[src/rtl/awgn_pkg.sv]
// rtl/awgn_pkg.sv - shared sample width, QPSK bit-pair type and demapper FSM states
package awgn_pkg;

    localparam int SAMPLE_W = 8;

    typedef logic [1:0] qpsk_bits_t;

    typedef enum logic [1:0] {
        ST_IDLE = 2'd0,
        ST_RUN  = 2'd1,
        ST_DONE = 2'd2
    } state_t;

    // Number of set bits in a QPSK bit pair (0..2)
    function automatic logic [1:0] popcount2(input logic [1:0] v);
        return {1'b0, v[1]} + {1'b0, v[0]};
    endfunction

endpackage

[src/rtl/ref_bit_fifo.sv]
// rtl/ref_bit_fifo.sv - single-clock 2-bit reference FIFO with flush, full/empty flags
module ref_bit_fifo #(
    parameter int DEPTH = 16
) (
    input  logic       clk,
    input  logic       reset_n,
    input  logic       flush,
    input  logic       push,
    input  logic [1:0] push_data,
    input  logic       pop,
    output logic [1:0] pop_data,
    output logic       full,
    output logic       empty
);
    import awgn_pkg::*;

    localparam int AW = $clog2(DEPTH);

    qpsk_bits_t     mem [DEPTH];
    logic [AW-1:0]  wr_ptr;
    logic [AW-1:0]  rd_ptr;
    logic [AW:0]    count;
    logic           do_push;
    logic           do_pop;

    assign empty    = (count == '0);
    assign full     = (count == (AW+1)'(DEPTH));
    assign pop_data = mem[rd_ptr];

    // A full FIFO still accepts a push when an entry leaves in the same cycle
    assign do_pop  = pop & ~empty;
    assign do_push = push & (~full | do_pop);

    // Pointer and occupancy bookkeeping; flush discards everything including a same-cycle push
    always_ff @(posedge clk or negedge reset_n) begin
        if (!reset_n) begin
            wr_ptr <= '0;
            rd_ptr <= '0;
            count  <= '0;
        end else if (flush) begin
            wr_ptr <= '0;
            rd_ptr <= '0;
            count  <= '0;
        end else begin
            if (do_push) wr_ptr <= wr_ptr + AW'(1);
            if (do_pop)  rd_ptr <= rd_ptr + AW'(1);
            case ({do_push, do_pop})
                2'b10:   count <= count + (AW+1)'(1);
                2'b01:   count <= count - (AW+1)'(1);
                default: count <= count;
            endcase
        end
    end

    // Storage array; contents need no reset since occupancy gates every read
    always_ff @(posedge clk) begin
        if (do_push && !flush) mem[wr_ptr] <= push_data;
    end

endmodule

[src/rtl/qpsk_demap_ber.sv]
// rtl/qpsk_demap_ber.sv - Gray-QPSK hard demapper with windowed bit-error counter (option: QPSK_ERASURE_EN)
module qpsk_demap_ber #(
    parameter int SAMPLE_W    = awgn_pkg::SAMPLE_W,
    parameter int FIFO_DEPTH  = 16,
    parameter int WINDOW_SYMS = 320000,
    parameter int CNT_W       = 32
`ifdef QPSK_ERASURE_EN
    ,
    parameter int ERASE_THRESH = 4
`endif
) (
    input  logic                clk,
    input  logic                reset_n,
    input  logic                start,
    input  logic [1:0]          tx_bits,
    input  logic                tx_valid,
    input  logic [SAMPLE_W-1:0] Y_in_real,
    input  logic [SAMPLE_W-1:0] Y_in_imag,
    input  logic                y_valid,
    output logic [1:0]          rx_bits,
    output logic                rx_valid,
    output logic [CNT_W-1:0]    err_count,
    output logic [CNT_W-1:0]    sym_count,
    output logic                busy,
    output logic                done,
    output logic                fifo_overflow,
    output logic                fifo_underflow
`ifdef QPSK_ERASURE_EN
    ,
    output logic [CNT_W-1:0]    erase_count
`endif
);
    import awgn_pkg::*;

    localparam logic [CNT_W-1:0] CNT_MAX  = {CNT_W{1'b1}};
    localparam logic [CNT_W-1:0] WIN_LAST = CNT_W'(WINDOW_SYMS);

    state_t           state;
    qpsk_bits_t       head;
    qpsk_bits_t       decision;
    logic             fifo_full;
    logic             fifo_empty;
    logic             pop;
    logic             erased;
    logic             symbol_ok;
    logic             count_en;
    logic [1:0]       errors;
    logic [CNT_W:0]   err_sum;
    logic [CNT_W:0]   sym_sum;
    logic [CNT_W-1:0] err_next;
    logic [CNT_W-1:0] sym_next;

    // Sign-bit slicer: negative -> 1, zero and positive -> 0
    assign decision = {Y_in_real[SAMPLE_W-1], Y_in_imag[SAMPLE_W-1]};
    assign pop      = y_valid & ~fifo_empty;
    assign errors   = popcount2(decision ^ head);

`ifdef QPSK_ERASURE_EN
    assign erased = (int'($signed(Y_in_real)) > -ERASE_THRESH && int'($signed(Y_in_real)) < ERASE_THRESH) ||
                    (int'($signed(Y_in_imag)) > -ERASE_THRESH && int'($signed(Y_in_imag)) < ERASE_THRESH);
`else
    assign erased = 1'b0;
`endif

    // A symbol is judged only in RUN against a real reference; a coincident start discards it
    assign symbol_ok = (state == ST_RUN) & y_valid & ~fifo_empty & ~start;
    assign count_en  = symbol_ok & ~erased;

    assign err_sum  = {1'b0, err_count} + {{(CNT_W-1){1'b0}}, errors};
    assign sym_sum  = {1'b0, sym_count} + (CNT_W+1)'(1);
    assign err_next = err_sum[CNT_W] ? CNT_MAX : err_sum[CNT_W-1:0];
    assign sym_next = sym_sum[CNT_W] ? CNT_MAX : sym_sum[CNT_W-1:0];

    ref_bit_fifo #(
        .DEPTH (FIFO_DEPTH)
    ) u_ref_fifo (
        .clk       (clk),
        .reset_n   (reset_n),
        .flush     (start),
        .push      (tx_valid),
        .push_data (tx_bits),
        .pop       (pop),
        .pop_data  (head),
        .full      (fifo_full),
        .empty     (fifo_empty)
    );

    // Decision output register: one-cycle latency, produced in every state
    always_ff @(posedge clk or negedge reset_n) begin
        if (!reset_n) begin
            rx_bits  <= 2'b00;
            rx_valid <= 1'b0;
        end else begin
            rx_valid <= y_valid;
            if (y_valid) rx_bits <= decision;
        end
    end

    // Window FSM with counters and sticky FIFO flags; start restarts from any state
    always_ff @(posedge clk or negedge reset_n) begin
        if (!reset_n) begin
            state          <= ST_IDLE;
            busy           <= 1'b0;
            done           <= 1'b0;
            err_count      <= '0;
            sym_count      <= '0;
            fifo_overflow  <= 1'b0;
            fifo_underflow <= 1'b0;
        end else if (start) begin
            state          <= ST_RUN;
            busy           <= 1'b1;
            done           <= 1'b0;
            err_count      <= '0;
            sym_count      <= '0;
            fifo_overflow  <= 1'b0;
            fifo_underflow <= 1'b0;
        end else begin
            if (tx_valid && fifo_full && !pop) fifo_overflow <= 1'b1;
            if (y_valid && fifo_empty)         fifo_underflow <= 1'b1;
            case (state)
                ST_IDLE: begin
                    busy <= 1'b0;
                    done <= 1'b0;
                end
                ST_RUN: begin
                    if (count_en) begin
                        err_count <= err_next;
                        sym_count <= sym_next;
                        if (sym_next == WIN_LAST) begin
                            state <= ST_DONE;
                            busy  <= 1'b0;
                            done  <= 1'b1;
                        end
                    end
                end
                ST_DONE: begin
                    state <= ST_IDLE;
                    done  <= 1'b0;
                end
                default: begin
                    state <= ST_IDLE;
                    busy  <= 1'b0;
                    done  <= 1'b0;
                end
            endcase
        end
    end

`ifdef QPSK_ERASURE_EN
    // Erasure tally: symbols too close to a decision boundary are counted here instead
    always_ff @(posedge clk or negedge reset_n) begin
        if (!reset_n) begin
            erase_count <= '0;
        end else if (start) begin
            erase_count <= '0;
        end else if (symbol_ok && erased && erase_count != CNT_MAX) begin
            erase_count <= erase_count + CNT_W'(1);
        end
    end
`endif

endmodule
[config.mk]
export PLATFORM = sky130hd
export DESIGN_NAME = qpsk_demap_ber
export DESIGN_NICKNAME = d
export VERILOG_FILES = /design/src/rtl/awgn_pkg.sv /design/src/rtl/ref_bit_fifo.sv /design/src/rtl/qpsk_demap_ber.sv
export SDC_FILE = /design/constraint.sdc
export NUM_CORES = 1
export LEC_CHECK = 0
export ABC_AREA = 1
export CORE_MARGIN = 2
export CORE_UTILIZATION = 56
export DETAILED_ROUTE_END_ITERATION = 6
export GPL_ROUTABILITY_DRIVEN = 0
export MAX_ROUTING_LAYER = met4
export PLACE_DENSITY = 0.81
export SLEW_MARGIN = 20
export SYNTH_ARGS = -nofsm -noshare
export SYNTH_HDL_FRONTEND = slang
export SYNTH_HIERARCHICAL = 1
export SYNTH_SLANG_ARGS = --single-unit
[constraint.sdc]
create_clock -name clk -period 4.2 [get_ports clk]
set_input_delay 0.63 -clock clk [delete_from_list [all_inputs] [get_ports clk]]
set_output_delay 0.63 -clock clk [all_outputs]
set_load 0.02 [all_outputs]
==> impl_metrics.py <==
metrics = {
    "pwr": {
        "finalPower_mw": 2.94,
        "p_leak_nw": 3.64,
        "power_density_mw_per_mm2": 338,
        "power.ir.vdd_worst_mv": 0.253,
    },
    "timing": {
        "timing.final.crit_period_ns": 3.74,
        "achievable-frequency_mhz": 268,
        "setup_repair_after_global_routing_missed_its_margin": "false",
        "drv_slew": 0,
        "timing.slew.headroom": 0.451,
        "final.setup.tns_ns": 0,
        "worstMarginPinSlew_ns": 0.824,
        "finalSetupViolCount": 0,
        "report.final.hold_viol_count": 0,
        "portion_of_the_clock_cycle_consumed_by_the_worst_path_in_the_final_layout": 0.889,
        "clock_skew_ns": 0.00562,
    },
    "detailed_routing": {
        "route.detailed.drc": 0,
        "vias": 6647,
        "detail_route.iter0.violations": 577,
        "wl_per_cell_microns": 14.9,
        "detail_route.first_pass.iterations": 6,
        "wl_mm": 18.1,
        "vias_per_cell": 5.48,
        "antenna_violating_nets_post_route": 0,
    },
    "setup_path": {
        "flop2flop_setup_slack_ns": 0.46,
        "worstSetupPathType": "register to register",
        "cp_max_fo": 19,
        "worst_r2r_startpoint": "u_ref_fifo/rd_ptr[0]",
        "timing.critical_path.arrival_ns": 4.07,
        "crit_start": "u_ref_fifo/rd_ptr[0]",
        "worst_case_reg_to_reg_path_depth": 23,
        "end_kind": "register",
        "timing.critical_path.required_ns": 4.53,
        "setup.worst_path.start_class": "register",
        "terminus_of_the_critical_flop_to_flop_path": "err_count[27]",
    },
    "finish": {
        "post_route_cells_drive_above_1_share": 0.0903,
        "area_growth_pct": 21.8,
        "layout.nets": 1063,
        "num_antenna_cells": 0,
    },
    "clock_network": {
        "clock_tree.root_cell": "sky130_fd_sc_hd__clkbuf_16",
        "cts.clk_slew.worst_paths_ns": 0.06,
        "htree_levels": 4,
        "tritoncts_clock_tree": "done",
        "cts.path.max_buffers": 2,
        "numCtsBuffers": 17,
        "clock-sinks": 118,
        "clk-insertion-delay-late_ns": 0.42,
    },
    "die": {
        "boundaryPins": 94,
        "floorplan.initialDensity": 0.571,
        "fp.dieArea_sq_mm": 0.0137,
        "core_area_sq_mm": 0.0125,
        "die_height_microns": 117,
        "row_count": 41,
        "die_width_microns": 117,
    },
    "logic_synthesis": {
        "synthesis.nets": 976,
        "synth_compound_gate_area_share": 0.114,
        "muxShareOfSynthArea": 0,
        "synth_top_cells_by_area": "sky130_fd_sc_hd__dfrtp_1 (30%), sky130_fd_sc_hd__edfxtp_1 (13%), sky130_fd_sc_hd__nand2_1 (11%)",
        "seq_total_area_yosys": 0.435,
        "yosysUniqueCellTypes": 43,
        "synthesis.yosys.warnings": 6,
        "most_common_cell_in_the_synthesized_netlist": "sky130_fd_sc_hd__nand2_1",
        "synth-seq-cells": 118,
        "synth_top_flop_cell": "sky130_fd_sc_hd__dfrtp_1",
        "synth_simple_gate_area_share": 0.317,
        "post_synth_fa_ha_maj_area_fraction": 0.0231,
        "synth_top_cell_by_area": "sky130_fd_sc_hd__dfrtp_1",
        "synth.top_cells.by_count": "sky130_fd_sc_hd__nand2_1 (210), sky130_fd_sc_hd__inv_1 (122), sky130_fd_sc_hd__nor2_1 (122), sky130_fd_sc_hd__o21ai_0 (100), sky130_fd_sc_hd__dfrtp_1 (86)",
        "syn-cell-area_sq_mm": 0.00715,
        "synthArstFlopShare": 0.729,
        "synth-edff-count": 32,
        "synth-xor-area-share": 0.0294,
        "syn-instance-count": 941,
        "main_combinational_cell_family_by_area_after_synthesis": "simple AND/OR/NAND/NOR gates",
        "synth.top_cell.area_share": 0.301,
        "synth.avg_cell_area_sq_um": 7.60,
    },
    "global_route": {
        "globalRoute.totalOverflow": 0,
        "grt_pass1_vias": 6450,
        "grt_max_degree": 64,
        "grtUsageTotal": 0.295,
        "grt_first_pass_wirelength_mm": 30.4,
        "antenna_violations_before_repair": 0,
    },
    "outcome": {
        "outcome": "finished clean",
    },
    "flow_run": {
        "maxCapViolations": 0,
    },
    "placement": {
        "port_buf_inserts": 79,
        "place.detailed.hpwl_mm": 12.6,
    },
    "hold_path": {
        "worstHoldPathType": "input port to async pin",
    },
}
## timing repair
item	CTS	global route
hold buffers	0	0
gates resized for setup	0	2
buffers inserted	0	2
endpoints found under the setup margin	0	3
## sequential cells by signal (all words and copies together), names as in the netlist
signal	cells
busy	1
done	1
err_count	32
fifo_overflow	1
fifo_underflow	1
rx_bits	2
rx_valid	1
state	2
sym_count	32
u_ref_fifo/count	5
u_ref_fifo/mem	32
u_ref_fifo/rd_ptr	4
u_ref_fifo/wr_ptr	4
## report_power, final
group          internal [mW]  switching (mW)  total [mW]
logic                  0.103           0.215       0.318
registers               1.20          0.0217        1.22
clock network          0.869           0.530        1.40
## worst max-delay path, cell delays in order, from the launching register on
cell	delay [ns]
sky130_fd_sc_hd__dfrtp_1	0.38
sky130_fd_sc_hd__clkinvlp_4	0.21
sky130_fd_sc_hd__nor2_1	0.14
sky130_fd_sc_hd__nor2_1	0.04
sky130_fd_sc_hd__o21ai_0	0.12
sky130_fd_sc_hd__o211ai_1	0.15
sky130_fd_sc_hd__nand3_1	0.09
sky130_fd_sc_hd__nand2_1	0.07
sky130_fd_sc_hd__xnor2_1	0.16
sky130_fd_sc_hd__fa_1	0.39
sky130_fd_sc_hd__inv_1	0.08
sky130_fd_sc_hd__ha_1	0.17
sky130_fd_sc_hd__nand2_2	0.10
sky130_fd_sc_hd__nor3_4	0.24
sky130_fd_sc_hd__nand3_1	0.16
sky130_fd_sc_hd__nor2_2	0.17
sky130_fd_sc_hd__nand3_2	0.15
sky130_fd_sc_hd__nor2_4	0.16
sky130_fd_sc_hd__nand2_4	0.10
sky130_fd_sc_hd__clkinv_2	0.21
sky130_fd_sc_hd__a21oi_1	0.06
sky130_fd_sc_hd__o21ai_0	0.09
sky130_fd_sc_hd__nand2_1	0.07
sky130_fd_sc_hd__o21ai_0	0.10
## how the worst max path moves through the flow
| stage | endpoint | slack (ns) |
|---|---|---|
| after floorplan | err_count[12] | 1.05 |
| after global placement | err_count[27] | 0.54 |
| after detailed placement | err_count[27] | 0.41 |
| after CTS | err_count[27] | 0.38 |
| after global routing | err_count[27] | 0.03 |
| final | err_count[27] | 0.46 |
## area by class of cell
type | count | area [sq um]
Sequential cell | 118 | 3110
Multi-Input combinational cell | 676 | 3460
Inverter | 126 | 478
Clock inverter | 12 | 130
Timing Repair Buffer | 89 | 876
Clock buffer | 20 | 437
Fill cell | 1027 | 3810
Tap cell | 172 | 215
## layer usage
metal  up-vias  share of wire  GRT usage
li1       3248              -          -
met1      3102           0.44      0.378
met2       242           0.46      0.450
met3        55          0.067     0.0659
met4         0          0.033      0.136
met5         -              0          -
## cell families (layout without fill, tap and decap cells)
| kind of cell | after synthesis | after routing |
|---|---|---|
| buffers and inverters | 147 | 247 |
| adder cells (fa/ha/maj) | 12 | 12 |
| AO/OA/AOI/OAI | 148 | 148 |
| AND/OR/NAND/NOR | 492 | 492 |
| flip-flops | 118 | 118 |
| XOR/XNOR | 24 | 24 |
## layout by cell type (no fill, tap or decap), types with 12 or more instances in the layout
master / n
sky130_fd_sc_hd__nand2_1: 210
sky130_fd_sc_hd__nor2_1: 122
sky130_fd_sc_hd__inv_1: 121
sky130_fd_sc_hd__o21ai_0: 100
sky130_fd_sc_hd__dfrtp_1: 85
sky130_fd_sc_hd__clkdlybuf4s50_1: 78
sky130_fd_sc_hd__nand3_1: 69
sky130_fd_sc_hd__edfxtp_1: 32
sky130_fd_sc_hd__nor3_1: 19
sky130_fd_sc_hd__xor2_1: 18
sky130_fd_sc_hd__clkbuf_16: 17
sky130_fd_sc_hd__a21oi_1: 16
sky130_fd_sc_hd__o22ai_1: 14
sky130_fd_sc_hd__nor2_2: 12
sky130_fd_sc_hd__nand4_1: 12
## stage by stage
| step | hold WS, ns | util | std cells | area [sq um] | setup WS (ns) |
|---|---|---|---|---|---|
| floorplan | 0.334 | - | 941 | 7150 | 1.05 |
| global placement | 0.467 | 0.649 | 1179 | 8120 | 0.540 |
| detailed placement | 0.464 | 0.649 | 1179 | 8120 | 0.412 |
| CTS | 0.329 | 0.694 | 1211 | 8690 | 0.381 |
| global route | 0.375 | 0.696 | 1213 | 8710 | 0.0300 |
| finish | 0.293 | 0.696 | 1213 | 8710 | 0.465 |
No activity file was read; power rests on OpenSTA's default activity.
